File: config.mk
export PLATFORM = sky130hd
export DESIGN_NAME = instr_seq_flat
export DESIGN_NICKNAME = d
export VERILOG_FILES = /design/src/rtl/instr_seq_if.sv /design/src/rtl/instr_seq.sv /design/src/flat_wrapper.sv
export SDC_FILE = /design/constraint.sdc
export NUM_CORES = 1
export LEC_CHECK = 0
export CORE_ASPECT_RATIO = 1.1
export CORE_UTILIZATION = 55
export DETAILED_ROUTE_END_ITERATION = 8
export DONT_BUFFER_PORTS = 1
export PLACE_DENSITY_LB_ADDON = 0.08
export RECOVER_POWER = 25
export SYNTH_ARGS = -nofsm -noshare
export SYNTH_HDL_FRONTEND = slang
export SYNTH_SLANG_ARGS = --single-unit
File: constraint.sdc
create_clock -name clk -period 11.1 [get_ports clk]
set_input_delay 0.555 -clock clk [delete_from_list [all_inputs] [get_ports clk]]
set_output_delay 0.555 -clock clk [all_outputs]
set_load 0.005 [all_outputs]
File: src/rtl/instr_seq_if.sv
// Fetch-side and decode-side bus of the instruction sequencer.
// The sequencer uses the master view; the ROM/consumer/flush environment uses the slave view.
interface instr_seq_if #(
  parameter int ADDR_W = 16
);
  logic [ADDR_W-1:0] fetch_addr;
  logic              fetch_req;
  logic              fetch_ack;
  logic [15:0]       fetch_data;
  logic              flush;
  logic [ADDR_W-1:0] flush_addr;
  logic              dec_valid;
  logic              dec_ready;
  logic [15:0]       dec_instr;
  logic [15:0]       dec_src_ext;
  logic [15:0]       dec_dst_ext;
  logic [1:0]        dec_fmt;
  logic [1:0]        dec_ext_cnt;
  logic [ADDR_W-1:0] dec_pc;

  modport master (
    output fetch_addr, fetch_req, dec_valid, dec_instr, dec_src_ext, dec_dst_ext,
           dec_fmt, dec_ext_cnt, dec_pc,
    input  fetch_ack, fetch_data, flush, flush_addr, dec_ready
  );

  modport slave (
    input  fetch_addr, fetch_req, dec_valid, dec_instr, dec_src_ext, dec_dst_ext,
           dec_fmt, dec_ext_cnt, dec_pc,
    output fetch_ack, fetch_data, flush, flush_addr, dec_ready
  );
endinterface

File: src/rtl/instr_seq.sv
// MSP430 instruction sequencer: fetches opcode + extension words, emits whole instructions; dec_valid 1 cycle after last word.
// Backpressure: fetch_req drops while the output buffer is full and not being popped; flush redirects fetch and empties everything.
module instr_seq #(
  parameter int                ADDR_W    = 16,
  parameter logic [ADDR_W-1:0] RESET_VEC = ADDR_W'(16'hC000),
  parameter int                OUT_DEPTH = 2
) (
  input  logic        clk,
  input  logic        rst,
  instr_seq_if.master bus
);

  localparam int PW = (OUT_DEPTH > 1) ? $clog2(OUT_DEPTH) : 1;
  localparam int CW = $clog2(OUT_DEPTH + 1);

  typedef enum logic [1:0] {S_OP, S_SRC, S_DST} state_t;

  typedef struct packed {
    logic [15:0]       instr;
    logic [15:0]       src_ext;
    logic [15:0]       dst_ext;
    logic [1:0]        fmt;
    logic [1:0]        ext_cnt;
    logic [ADDR_W-1:0] pc;
  } dec_t;

  state_t            state, state_nxt;
  logic              run;
  logic [ADDR_W-1:0] addr;
  dec_t              part;
  logic              need_dst;
  dec_t              buf_mem [OUT_DEPTH];
  logic [PW-1:0]     rd_ptr, wr_ptr;
  logic [CW-1:0]     count;

  logic              full, dec_vld, accept, push, pop;
  logic [1:0]        op_fmt, op_as;
  logic [3:0]        op_rs;
  logic              op_src, op_dst;
  dec_t              entry, head;

  function automatic logic [PW-1:0] ptr_inc(input logic [PW-1:0] p);
    return (p == PW'(OUT_DEPTH - 1)) ? '0 : p + PW'(1);
  endfunction

  assign full          = (count == CW'(OUT_DEPTH));
  assign dec_vld       = (count != '0);
  assign bus.fetch_req = run && (!full || bus.dec_ready);
  assign accept        = bus.fetch_req && bus.fetch_ack;
  assign pop           = dec_vld && bus.dec_ready && !bus.flush;
  assign bus.fetch_addr = addr;

  // Rs/Ad fields sit in different places for single-operand instructions
  always_comb begin
    if (bus.fetch_data[15:13] == 3'b001)         op_fmt = 2'd3;
    else if (bus.fetch_data[15:10] == 6'b000100) op_fmt = 2'd2;
    else if (bus.fetch_data[15:12] >= 4'd4)      op_fmt = 2'd1;
    else                                         op_fmt = 2'd0;
    op_rs  = (op_fmt == 2'd2) ? bus.fetch_data[3:0] : bus.fetch_data[11:8];
    op_as  = bus.fetch_data[5:4];
    op_src = ((op_fmt == 2'd1) || (op_fmt == 2'd2)) &&
             (((op_as == 2'b01) && (op_rs != 4'd3)) || ((op_as == 2'b11) && (op_rs == 4'd0)));
    op_dst = (op_fmt == 2'd1) && bus.fetch_data[7];
  end

  always_ff @(posedge clk or posedge rst) begin
    if (rst) state <= S_OP;
    else     state <= state_nxt;
  end

  always_comb begin
    state_nxt = state;
    push      = 1'b0;
    entry     = part;
    case (state)
      S_OP: begin
        entry.instr   = bus.fetch_data;
        entry.src_ext = '0;
        entry.dst_ext = '0;
        entry.fmt     = op_fmt;
        entry.ext_cnt = 2'd0;
        entry.pc      = addr;
        if (accept) begin
          if (op_src)      state_nxt = S_SRC;
          else if (op_dst) state_nxt = S_DST;
          else             push      = 1'b1;
        end
      end
      S_SRC: begin
        entry.src_ext = bus.fetch_data;
        entry.ext_cnt = 2'd1;
        if (accept) begin
          if (need_dst) state_nxt = S_DST;
          else begin
            push      = 1'b1;
            state_nxt = S_OP;
          end
        end
      end
      S_DST: begin
        entry.dst_ext = bus.fetch_data;
        entry.ext_cnt = part.ext_cnt + 2'd1;
        if (accept) begin
          push      = 1'b1;
          state_nxt = S_OP;
        end
      end
      default: state_nxt = S_OP;
    endcase
    if (bus.flush) begin
      state_nxt = S_OP;
      push      = 1'b0;
    end
  end

  always_ff @(posedge clk or posedge rst) begin
    if (rst) begin
      run      <= 1'b0;
      addr     <= RESET_VEC;
      part     <= '0;
      need_dst <= 1'b0;
      count    <= '0;
      rd_ptr   <= '0;
      wr_ptr   <= '0;
    end else begin
      run <= 1'b1;
      if (bus.flush) begin
        addr   <= bus.flush_addr & ~ADDR_W'(1);
        count  <= '0;
        rd_ptr <= '0;
        wr_ptr <= '0;
      end else begin
        if (accept) begin
          addr <= addr + ADDR_W'(2);
          part <= entry;
          if (state == S_OP) need_dst <= op_dst;
        end
        if (push) wr_ptr <= ptr_inc(wr_ptr);
        if (pop)  rd_ptr <= ptr_inc(rd_ptr);
        count <= count + CW'(push) - CW'(pop);
      end
    end
  end

  always_ff @(posedge clk) begin
    if (push) buf_mem[wr_ptr] <= entry;
  end

  assign head            = dec_vld ? buf_mem[rd_ptr] : '0;
  assign bus.dec_valid   = dec_vld;
  assign bus.dec_instr   = head.instr;
  assign bus.dec_src_ext = head.src_ext;
  assign bus.dec_dst_ext = head.dst_ext;
  assign bus.dec_fmt     = head.fmt;
  assign bus.dec_ext_cnt = head.ext_cnt;
  assign bus.dec_pc      = head.pc;

endmodule

File: src/flat_wrapper.sv
// flat-port wrapper written by rule: the top's interface ports become plain ports
module instr_seq_flat 
#(
  parameter int                ADDR_W    = 16,
  parameter logic [ADDR_W-1:0] RESET_VEC = ADDR_W'(16'hC000),
  parameter int                OUT_DEPTH = 2
)
  (clk, rst, bus_fetch_addr, bus_fetch_req, bus_dec_valid, bus_dec_instr, bus_dec_src_ext, bus_dec_dst_ext, bus_dec_fmt, bus_dec_ext_cnt, bus_dec_pc, bus_fetch_ack, bus_fetch_data, bus_flush, bus_flush_addr, bus_dec_ready);
  instr_seq_if #(.ADDR_W(ADDR_W)) bus_i ();
  input  logic clk;
  input  logic rst;
  output wire logic [$bits(bus_i.fetch_addr)-1:0] bus_fetch_addr;
  output wire logic [$bits(bus_i.fetch_req)-1:0] bus_fetch_req;
  output wire logic [$bits(bus_i.dec_valid)-1:0] bus_dec_valid;
  output wire logic [$bits(bus_i.dec_instr)-1:0] bus_dec_instr;
  output wire logic [$bits(bus_i.dec_src_ext)-1:0] bus_dec_src_ext;
  output wire logic [$bits(bus_i.dec_dst_ext)-1:0] bus_dec_dst_ext;
  output wire logic [$bits(bus_i.dec_fmt)-1:0] bus_dec_fmt;
  output wire logic [$bits(bus_i.dec_ext_cnt)-1:0] bus_dec_ext_cnt;
  output wire logic [$bits(bus_i.dec_pc)-1:0] bus_dec_pc;
  input wire logic [$bits(bus_i.fetch_ack)-1:0] bus_fetch_ack;
  input wire logic [$bits(bus_i.fetch_data)-1:0] bus_fetch_data;
  input wire logic [$bits(bus_i.flush)-1:0] bus_flush;
  input wire logic [$bits(bus_i.flush_addr)-1:0] bus_flush_addr;
  input wire logic [$bits(bus_i.dec_ready)-1:0] bus_dec_ready;
  assign bus_fetch_addr = bus_i.fetch_addr;
  assign bus_fetch_req = bus_i.fetch_req;
  assign bus_dec_valid = bus_i.dec_valid;
  assign bus_dec_instr = bus_i.dec_instr;
  assign bus_dec_src_ext = bus_i.dec_src_ext;
  assign bus_dec_dst_ext = bus_i.dec_dst_ext;
  assign bus_dec_fmt = bus_i.dec_fmt;
  assign bus_dec_ext_cnt = bus_i.dec_ext_cnt;
  assign bus_dec_pc = bus_i.dec_pc;
  assign bus_i.fetch_ack = bus_fetch_ack;
  assign bus_i.fetch_data = bus_fetch_data;
  assign bus_i.flush = bus_flush;
  assign bus_i.flush_addr = bus_flush_addr;
  assign bus_i.dec_ready = bus_dec_ready;
  instr_seq #(.ADDR_W(ADDR_W), .RESET_VEC(RESET_VEC), .OUT_DEPTH(OUT_DEPTH)) u_core (.clk(clk), .rst(rst), .bus(bus_i));
endmodule
==> results by group <==
Outcome
  – Status: finished with violations
  – Failing checks: max-capacitance violations, max-slew violations

Die
  – I/O Pins: around 120
  – Row cnt: just over 50
  – Die width: between 100 and 150 um
  – Die area: between 15,000 and 20,000 um^2
  – Area of the core: about 18,000 um^2
  – Die height: 143 um
  – Initial Util: 0.561

STA
  – Fmax: 0.230 GHz
  – Hold Vio Cnt, Final: 0
  – Worst-Margin Slew: roughly 3 ns
  – Tcrit/Tclk final: 0.392
  – Slew Limit Fails: between 90 and 100
  – TNS Setup: 0 ns
  – Relative slew margins: -1.01
  – Clock skew: 0.00754 ns
  – Unrepaired setup endpoints after global routing: false
  – Final setup vio count: 0
  – Final WS setup: ~6.7 ns
  – Crit path time final: roughly 4.4 ns

Global routing
  – GRT Util Overall: 0.227
  – Total gr overflow: 0
  – First-pass GRT wire length: roughly 32 mm
  – Vias in the first global route: 6,377
  – Largest net degree at the start of global routing: 70
  – Initial antenna violation count: 0

Routing
  – Detailed Route WL: 20.5 mm
  – DR WL/cell: between 15 and 20 um
  – DRC: 0
  – DRT antenna net count: 0
  – Drt pass-1 iters: 6
  – Vias: 6,277
  – Vias per inst: between 5 and 6
  – DRT iter0 DRCs: between 400 and 500

Final layout
  – Share of layout cells above drive strength 1: 0.0641
  – Fillers: 1,456
  – Diodes inserted: 0
  – Most common cell after layout, fill and taps aside: nand2_1
  – Final Core Density: 0.605
  – Synthesis-to-finish area growth: 7.99%
  – Sequential Area: ~6400 um^2
  – Multi-input logic area: around 3200 um^2
  – Most frequent cells in the layout: 315 x nand2_1, 136 x edfxtp_1, 88 x dfrtp_1, 79 x nor2_1, 70 x mux2i_1
  – Final net count: around 920

Worst setup path
  – Crit path launch: rst
  – CP max stage delay: 2.20 ns
  – Worst path arrival time: around 4.3 ns
  – Type of origin of the critical path: primary input
  – Critical path class: primary input to async pin
  – Worst path cell trace: dlygate4sd3_1, clkinvlp_2, clkbuf_1
  – CP bufs+invs: 3
  – CP required: between 10 and 15 ns
  – Crit Reg-Reg Startpoint: u_core.state[1]$_DFFE_PP0P_
  – Crit Path Max Fanout: 55
  – Worst setup EP type: async pin
  – Critical-path top delay cell: clkbuf_1
  – Crit path max-delay family: buffers and inverters

Clocking
  – Clock tree buffer depth: 3
  – CTS tree: built
  – Num CTS Buffers: 22
  – Worst-path clk slew: 0.06 ns
  – Clk root buf: clkbuf_16
  – H-tree levels: 1
  – PostCTS Resize Cnt: 0
  – Post-CTS Setup Bufs: 0
  – Clock Sinks: around 230
  – Clock latency on the worst-skew pair: 0.50 ns

Placed design
  – Post-DP HPWL: 13.0 mm
  – Dpl ws: just over 7 ns
  – I/O Buffers: 0
  – RePlAce Congestion: between 0.7 and 0.8

Synthesis
  – Yosys warns: 0
  – Cell area after synthesis: slightly below 10,000 um^2
  – Seq/Total Area, Yosys: 0.642
  – Synth unique cells: 49
  – Syn Nets: about 940
  – Yosys reg bits: about 230
  – Cell count after synthesis: 893
  – Post-synthesis average cell area: 11.1 um^2

Worst hold path
  – Worst hold path class: primary input to flip-flop
  – Worst hold start: bus_flush

Job
  – Number of max-cap violations: 2

Power
  – Largest vdd supply drop: about 110 uV
  – Pwr per Cell Area: 175 nW/um^2
  – Pleak: around 4.3 nW
layer usage:
layer  share of wire  up-vias  track usage
met5               0        -            0
met4           0.017        0       0.0588
met3           0.061       38       0.0438
met2            0.53      181        0.417
met1            0.39     3079        0.270
li1                -     2979            -
synthesized netlist by cell type, drive strengths merged:
library cell	n	area, um^2
a211oi	1	12.5
a21oi	1	5.00
a221oi	1	8.76
a22o	32	283
a22oi	1	7.51
a41o	1	10.0
and2	4	25.0
and3	3	18.8
buf	27	158
clkbuf	28	125
conb	2	7.51
dfrtp	89	2230
dfstp	2	52.6
edfxtp	136	4080
ha	5	62.6
inv	7	26.3
mux2	2	22.5
mux2i	70	701
nand2	315	1180
nand2b	2	12.5
nand3	3	15.0
nand3b	1	7.51
nand4	5	31.3
nand4bb	1	11.3
nor2	83	322
nor2b	4	25.0
nor3	8	40.0
nor3b	3	27.5
nor4	1	12.5
nor4b	1	8.76
o2111a	1	12.5
o211ai	3	27.5
o21ai	23	115
o311ai	2	17.5
o31ai	1	7.51
or2	2	12.5
or3	3	18.8
xnor2	11	96.3
xor2	8	70.1
path summary, 6_finish.rpt:
path | end | slack (ns) | cells after the start
setup / recovery | u_core.part[38]$_DFFE_PP0P_ | 6.75 | 3
hold / removal | u_core.rd_ptr$_DFFE_PP0P_ | 0.11 | 1
setup reg to reg | u_core.buf_mem[1][58]$_DFFE_PP_ | 7.13 | 4
hold reg to reg | u_core.part[5]$_DFFE_PP0P_ | 0.48 | 2
max in group clk | u_core.buf_mem[1][58]$_DFFE_PP_ | 7.13 | 4
min in group asynchronous | u_core.part[10]$_DFFE_PP0P_ | 0.90 | 2
cell type report:
class	instances	share of cell area
clock inverter	13	0.00783
sequential	227	0.595
clock buffer	27	0.0561
multi-input combinational	604	0.303
tap	238	0.0278
inverter	7	0.00257
timing repair buffer	11	0.00725
worst reg2reg max path, delay by kind of cell (launching register included):
family	cells	cell delay, ns
AOI/OAI and AO/OA	1	0.37
buffers and inverters	1	0.62
DFF	1	0.99
and+or+nand+nor	2	1.61
state kept, by name, indices dropped and copies added, names as in the netlist:
register / count
u_core.buf_mem: 136
u_core.part: 68
u_core.bus.fetch_addr: 15
u_core.count: 2
u_core.state: 2
u_core.need_dst: 1
u_core.rd_ptr: 1
u_core.run: 1
u_core.wr_ptr: 1
where the power goes:
part,switching (mW),total [mW],internal [mW],leakage [nW]
Clock,0.300,0.706,0.406,0.344
Combinational,0.118,0.178,0.0597,1.55
Sequential,0.0393,0.992,0.953,2.44
Total,0.457,1.88,1.42,4.33
repair_timing:
item / CTS / global route
hold buffers: 1 / 0
hold endpoints to repair: 34 / 0
endpoints found under the setup margin: 0 / 0
stage by stage:
stage                     cells  instance area, um^2  power, mW  hold slack [ns]
after detailed placement   1086                10000       1.19            0.463
final                      1127                10700       1.88            0.115
after global routing       1127                10700       1.95            0.101
after floorplan             893                 9910       1.14            0.444
after global placement     1086                10000       1.18            0.457
after CTS                  1127                10700       1.90           0.0959
logic make-up after synthesis:
group / after synthesis / synth area share
buffers and inverters: 62 / 0.0312
AND/OR/NAND/NOR: 439 / 0.179
XOR/XNOR: 19 / 0.0168
multiplexers: 72 / 0.0730
adder cells (fa/ha/maj): 5 / 0.00631
flip-flops: 227 / 0.642
other: 2 / 0.000758
AO/OA/AOI/OAI: 67 / 0.0511
No activity file was read; power rests on OpenSTA's default activity.
